===== src/rtl/fetch_pkg.sv =====
// Shared types, constants and helpers for the instruction-fetch stage.
// FETCH_PERF_EN (see fetch_stage) enables the saturating performance counters.
package fetch_pkg;

    localparam int unsigned DEF_BITS       = 32;
    localparam int unsigned DEF_INSTR_BITS = 32;
    localparam int unsigned DEF_PC_STEP    = 4;

    localparam logic [31:0] NOP = 32'h0000_0000;

    localparam logic [1:0] ST_IDLE  = 2'd0;
    localparam logic [1:0] ST_REQ   = 2'd1;
    localparam logic [1:0] ST_HOLD  = 2'd2;
    localparam logic [1:0] ST_DRAIN = 2'd3;

    typedef enum logic [1:0] {
        IDLE  = ST_IDLE,
        REQ   = ST_REQ,
        HOLD  = ST_HOLD,
        DRAIN = ST_DRAIN
    } fetch_state_e;

    typedef struct packed {
        logic [DEF_INSTR_BITS-1:0] instr;
        logic [DEF_BITS-1:0]       pc;
        logic                      valid;
    } if_id_t;

    function automatic logic [31:0] sat_inc(input logic [31:0] v);
        return (v == 32'hFFFF_FFFF) ? v : v + 32'd1;
    endfunction

endpackage


===== src/rtl/if_id_reg.sv =====
// IF/ID pipeline register: clear (flush) beats load, load beats bubble, otherwise hold.
module if_id_reg
    import fetch_pkg::*;
#(
    parameter int unsigned BITS       = DEF_BITS,
    parameter int unsigned INSTR_BITS = DEF_INSTR_BITS
) (
    input  logic                  CLK,
    input  logic                  RESET,
    input  logic                  load,
    input  logic                  clear,
    input  logic                  bubble,
    input  logic [INSTR_BITS-1:0] instrIn,
    input  logic [BITS-1:0]       pcIn,
    output logic [INSTR_BITS-1:0] instrOut,
    output logic [BITS-1:0]       pcOut,
    output logic                  validOut
);

    always_ff @(posedge CLK or posedge RESET) begin
        if (RESET) begin
            instrOut <= INSTR_BITS'(NOP);
            pcOut    <= '0;
            validOut <= 1'b0;
        end else if (clear) begin
            instrOut <= INSTR_BITS'(NOP);
            pcOut    <= '0;
            validOut <= 1'b0;
        end else if (load) begin
            instrOut <= instrIn;
            pcOut    <= pcIn;
            validOut <= 1'b1;
        end else if (bubble) begin
            validOut <= 1'b0;
        end
    end

endmodule


===== src/rtl/fetch_stage.sv =====
// Instruction-fetch stage: req/ack to instruction memory, one-entry stall buffer, branch flush.
// Define FETCH_PERF_EN to enable the fetch/bubble performance counters.
module fetch_stage
    import fetch_pkg::*;
#(
    parameter int unsigned BITS       = DEF_BITS,
    parameter int unsigned INSTR_BITS = DEF_INSTR_BITS,
    parameter int unsigned PC_STEP    = DEF_PC_STEP
) (
    input  logic                  CLK,
    input  logic                  RESET,
    input  logic [BITS-1:0]       pcIn,
    output logic [BITS-1:0]       pcPlusStep,
    output logic                  pcStall,
    output logic                  imemReq,
    output logic [BITS-1:0]       imemAddr,
    input  logic                  imemAck,
    input  logic [INSTR_BITS-1:0] imemData,
    input  logic                  stallIn,
    input  logic                  flush,
    output logic [INSTR_BITS-1:0] instrOut,
    output logic [BITS-1:0]       pcOutId,
    output logic                  validOut,
    output logic [31:0]           fetchCount,
    output logic [31:0]           bubbleCount
);

    fetch_state_e          state, next_state;
    logic [BITS-1:0]       addrReg;
    logic [INSTR_BITS-1:0] bufInstr;
    logic [BITS-1:0]       bufPc;
    logic                  bufLoad;
    logic                  ifLoad, ifClear, ifBubble;
    logic [INSTR_BITS-1:0] ifInstr;
    logic [BITS-1:0]       ifPc;

    assign pcPlusStep = pcIn + BITS'(PC_STEP);
    assign imemReq    = (state == REQ) || (state == DRAIN);
    // DRAIN replays the captured address so it stays stable while the PC moves to the target
    assign imemAddr   = (state == REQ) ? pcIn : addrReg;

    always_ff @(posedge CLK or posedge RESET) begin
        if (RESET) begin
            state    <= IDLE;
            addrReg  <= '0;
            bufInstr <= '0;
            bufPc    <= '0;
        end else begin
            state <= next_state;
            if (state == REQ) begin
                addrReg <= pcIn;
            end
            if (bufLoad) begin
                bufInstr <= imemData;
                bufPc    <= pcIn;
            end
        end
    end

    always_comb begin
        next_state = state;
        pcStall    = 1'b1;
        bufLoad    = 1'b0;
        ifLoad     = 1'b0;
        ifClear    = 1'b0;
        ifBubble   = 1'b0;
        ifInstr    = imemData;
        ifPc       = pcIn;
        case (state)
            IDLE: next_state = REQ;
            REQ: begin
                if (flush) begin
                    ifClear = 1'b1;
                    pcStall = 1'b0;
                    if (!imemAck) next_state = DRAIN;
                end else if (imemAck) begin
                    pcStall = 1'b0;
                    if (stallIn) begin
                        bufLoad    = 1'b1;
                        next_state = HOLD;
                    end else begin
                        ifLoad = 1'b1;
                    end
                end else if (!stallIn) begin
                    ifBubble = 1'b1;
                end
            end
            HOLD: begin
                if (flush) begin
                    ifClear    = 1'b1;
                    pcStall    = 1'b0;
                    next_state = REQ;
                end else if (!stallIn) begin
                    ifLoad     = 1'b1;
                    ifInstr    = bufInstr;
                    ifPc       = bufPc;
                    next_state = REQ;
                end
            end
            DRAIN: begin
                if (flush) begin
                    ifClear = 1'b1;
                    pcStall = 1'b0;
                end else if (imemAck) begin
                    next_state = REQ;
                end
            end
            default: next_state = IDLE;
        endcase
    end

    if_id_reg #(
        .BITS       (BITS),
        .INSTR_BITS (INSTR_BITS)
    ) u_if_id (
        .CLK      (CLK),
        .RESET    (RESET),
        .load     (ifLoad),
        .clear    (ifClear),
        .bubble   (ifBubble),
        .instrIn  (ifInstr),
        .pcIn     (ifPc),
        .instrOut (instrOut),
        .pcOut    (pcOutId),
        .validOut (validOut)
    );

`ifdef FETCH_PERF_EN
    logic [31:0] fetchCnt, bubbleCnt;

    always_ff @(posedge CLK or posedge RESET) begin
        if (RESET) begin
            fetchCnt  <= '0;
            bubbleCnt <= '0;
        end else begin
            if (ifLoad && !ifClear) fetchCnt <= sat_inc(fetchCnt);
            if (ifClear || ifBubble) bubbleCnt <= sat_inc(bubbleCnt);
        end
    end

    assign fetchCount  = fetchCnt;
    assign bubbleCount = bubbleCnt;
`else
    assign fetchCount  = '0;
    assign bubbleCount = '0;
`endif

endmodule


===== config.mk =====
export PLATFORM = sky130hd
export DESIGN_NAME = fetch_stage
export DESIGN_NICKNAME = d
export VERILOG_FILES = /design/src/rtl/fetch_pkg.sv /design/src/rtl/if_id_reg.sv /design/src/rtl/fetch_stage.sv
export SDC_FILE = /design/constraint.sdc
export NUM_CORES = 1
export LEC_CHECK = 0
export BUFFER_PORTS_ARGS = -buffer_cell sky130_fd_sc_hd__buf_2
export CORE_MARGIN = 5
export CORE_UTILIZATION = 45
export CTS_BUF_LIST = sky130_fd_sc_hd__clkbuf_16
export CTS_CLUSTER_SIZE = 16
export DETAILED_ROUTE_END_ITERATION = 6
export PLACE_DENSITY = 0.77
export SLEW_MARGIN = 20
export SYNTH_ARGS = -nofsm -noshare
export SYNTH_HDL_FRONTEND = slang
export SYNTH_HIERARCHICAL = 1
export SYNTH_SLANG_ARGS = --single-unit

===== constraint.sdc =====
create_clock -name CLK -period 3.6 [get_ports CLK]
set_clock_uncertainty 0.1 [all_clocks]
set_input_delay 0.72 -clock CLK [delete_from_list [all_inputs] [get_ports CLK]]
set_output_delay 0.72 -clock CLK [all_outputs]
set_load 0.05 [all_outputs]

==> metrics.md <==
| Metric | Value |
|---|---|
| First-pass GRT wire length | `between 30 and 40 mm` |
| Clock tree buffer depth | `2` |
| Worst path arrival time | `2.32 ns` |
| Reg2reg start | `state[1]` |
| CP max stage delay | `roughly 0.29 ns` |
| HP Class | `input port to async pin` |
| Placed cells | `~1100` |
| Die area | `0.0212 sq mm` |
| Layout cells sized above 1 | `~48%` |
| Dpl hpwl | `between 10 and 15 mm` |
| Reg2Reg Setup Slack | `about 1 ns` |
| Largest family of logic cells by synthesized area | `multiplexers` |
| # nets final | `a little over 900` |
| Seq/Total Area, Yosys | `between 40% and 50%` |
| Reg2Reg Depth | `7` |
| FFs w/ async S/R, synth | `100%` |
| Finished Layout Cells | `around 1100` |
| Vias | `between 5000 and 6000` |
| Post-route ant nets | `0` |
| Status | `finished clean` |
| Worst-Margin Slew | `approximately 0.91 ns` |
| VDD IR max | `0.551 mV` |
| Post-route DRC violation count | `0` |
| Most used cell, CP | `buf_2` |
| Setup repair after global routing missed its margin | `false` |
| Die Width | `between 100 and 150 um` |
| Post-synthesis mux area share | `slightly below 30%` |
| WP data required | `approximately 2.8 ns` |
| Avg Inst Size Synth | `between 10 and 15 sq um` |
| Die Y | `146 um` |
| Largest net degree at the start of global routing | `66` |
| Clock Sinks | `between 150 and 200` |
| Std-Cell Rows | `49` |
| Adder-cell share of the synthesized area | `0.755%` |
| Tightest hold margin | `between 0.2 and 0.3 ns` |
| Delay-heaviest family, CP | `simple AND/OR/NAND/NOR gates` |
| DR pass1 iterations | `4` |
| Number of global-route vias before repair | `5904` |
| TritonCTS Buffers | `17` |
| Kind of critical path | `input port to output pin` |
| TNS Setup | `0 ns` |
| Pins Over Slew Limit | `0` |
| Setup repair bufs after CTS | `0` |
| Final Util | `a little over half` |
| Max-slew headroom | `between 30% and 40%` |
| Reg2reg end | `u_if_id/instrOut[14]` |
| Post-Syn Instances | `663` |
| Static Leak | `~0.0047 uW` |
| Top_reg_cell synth | `dfrtp_1` |
| Drt total wl | `about 19 mm` |
| Max-Cap Viols | `0` |
| Startpoint type of the worst setup path | `input port` |
| Power density over the cells | `804 mW/mm^2` |
| Post-synthesis xor/xnor area fraction | `~3.0%` |
| Final Critical Period | `around 3.1 ns` |
| Highest Clock Rate | `between 0.3 and 0.4 GHz` |
| Synth unique cells | `40` |
| Critical Path, Cell by Cell | `buf_2, nand4_2, nor4_4, buf_4, nand4_1, xnor2_1, buf_2` |
| EDFF count, synth | `0` |
| Clk_lat worst skew | `0.41 ns` |
| Core area | `roughly 0.018 sq mm` |
| Final setup viols | `0` |
| RD Place Congestion | `approximately 0.75` |
| Clk root buf | `clkbuf_16` |
| Total GRT Usage | `between 10% and 20%` |
| Grt ovf | `0` |
| Area Growth Syn to Fin | `19.2%` |
| Hold-fix buffers, CTS | `0` |
| Vias per cell | `4.97` |
| Fin crit share | `roughly 87%` |
| ANT cells | `0` |
| IO buf count | `around 200` |
| 1st-iter DRT viols | `154` |
| Crit-path max FO | `9` |
| Synth Area in Compound Gates | `less than 1%` |
| Critical path buffer and inverter count | `3` |
| CTS H-tree depth | `4` |
| Avg WL per Cell | `around 17 um` |
| Post-CTS resize count | `0` |
| CP max-delay cell | `buf_2` |
| Simple-Gate Fraction of Synth Area | `7.37%` |
| Synth Register Bits | `roughly 160` |
| Syn. warnings | `6` |
| Post-synthesis cell area | `between 0.008 and 0.009 sq mm` |
| Hold Vio Cnt, Final | `0` |
| CP endpoint kind | `output pin` |
| Starting Density | `46.0%` |
| Initial antenna violation count | `0` |
| CTS tree | `yes` |
| Ports | `~260` |
| CTS clk-pin slew, worst paths | `approximately 0.060 ns` |
[worst reg2reg max path, cell delays in order, from the launching register on]
cell     delay [ns]
dfrtp_1        0.41
inv_1          0.09
ha_2           0.45
a21oi_1        0.14
nor4b_2        0.39
buf_4          0.57
mux2i_1        0.29
nor2_1         0.05
[synthesized netlist by cell type, types with 2 or more instances]
master / n / area, sq um
a21oi_1: 2 / 10.0
and3_1: 3 / 18.8
buf_1: 6 / 22.5
buf_12: 5 / 100
buf_2: 13 / 65.1
buf_4: 68 / 510
buf_6: 5 / 56.3
clkbuf_1: 4 / 15.0
dfrtp_1: 163 / 4080
ha_1: 5 / 62.6
inv_1: 7 / 26.3
mux2_2: 158 / 1780
mux2i_1: 64 / 641
nand2_1: 14 / 52.6
nand2b_1: 2 / 12.5
nand3_1: 12 / 60.1
nand4_1: 6 / 37.5
nor2_1: 70 / 263
nor3_1: 4 / 20.0
nor4_4: 2 / 42.5
o21ai_0: 5 / 25.0
xnor2_1: 19 / 166
xor2_1: 9 / 78.8
[area by class of cell]
type | count | area [sq um]
clock inverters | 15 | 236
inverters | 8 | 32.5
repair buffers | 211 | 1150
fillers | 1549 | 8150
well taps | 229 | 287
flip-flops and latches | 163 | 4080
clock buffers | 17 | 425
multi-input cells | 454 | 3670
[stage by stage]
step	cell area [sq um]	total power, uW	setup slack [ns]
floorplan	8520	5310	0.218
global placement	9210	5880	0.493
detailed placement	9210	5960	0.464
CTS	9880	8030	0.464
global route	9880	8350	0.359
finish	9880	7940	0.456
[cells by family (layout without fill, tap and decap cells)]
kind of cell               Yosys count  count (layout)
AOI/OAI and AO/OA                   11              11
xor gates and xnor gates            28              28
adders and majority gates            5               5
buffers and inverters              109             251
DFF                                163             163
muxes                              222             222
other                                1              64
and+or+nand+nor                    124             124
[cell usage in the layout, fill, tap and decap left out, drive strengths merged, types with 9 or more instances in the layout]
cell type  netlist  layout
inv              8      11
mux2i           64      64
xnor2           19      19
mux2           158     158
dfrtp          163     163
nor2            70      70
conb             1      64
buf             97     211
clkbuf           4      17
xor2             9       9
nand2           14      14
nand3           13      13
[worst max-delay path by stage]
stage | start | endpoint | cells past startpoint
after floorplan | RESET | addrReg[0] | 1
after global placement | pcIn[4] | pcPlusStep[31] | 7
after detailed placement | pcIn[4] | pcPlusStep[31] | 7
after CTS | pcIn[4] | pcPlusStep[31] | 7
after global routing | pcIn[3] | pcPlusStep[14] | 7
final | pcIn[4] | pcPlusStep[31] | 7
[state kept, by name (all words and copies together), names as in the netlist]
name              count
addrReg              32
u_if_id/pcOut        32
bufPc                32
u_if_id/instrOut     32
state                 2
u_if_id/validOut      1
bufInstr             32
[power by group]
| group | internal [uW] | switching [uW] | leakage [uW] |
|---|---|---|---|
| Sequential | 2460 | 246 | 0.00207 |
| Combinational | 1040 | 2160 | 0.00234 |
| Clock | 1300 | 743 | 0.000332 |
[routing by layer]
metal | share of wire [%] | routed length, um | global-route usage [%] | up-vias
met5 | 0 | 0 | 0 | -
met4 | 1.5 | 286 | 5.41 | 0
met3 | 4.7 | 891 | 3.83 | 23
met2 | 50 | 9500 | 30.7 | 147
met1 | 43 | 8180 | 23.1 | 2750
li1 | - | - | - | 2528
Power figures use the tool's default switching activity.
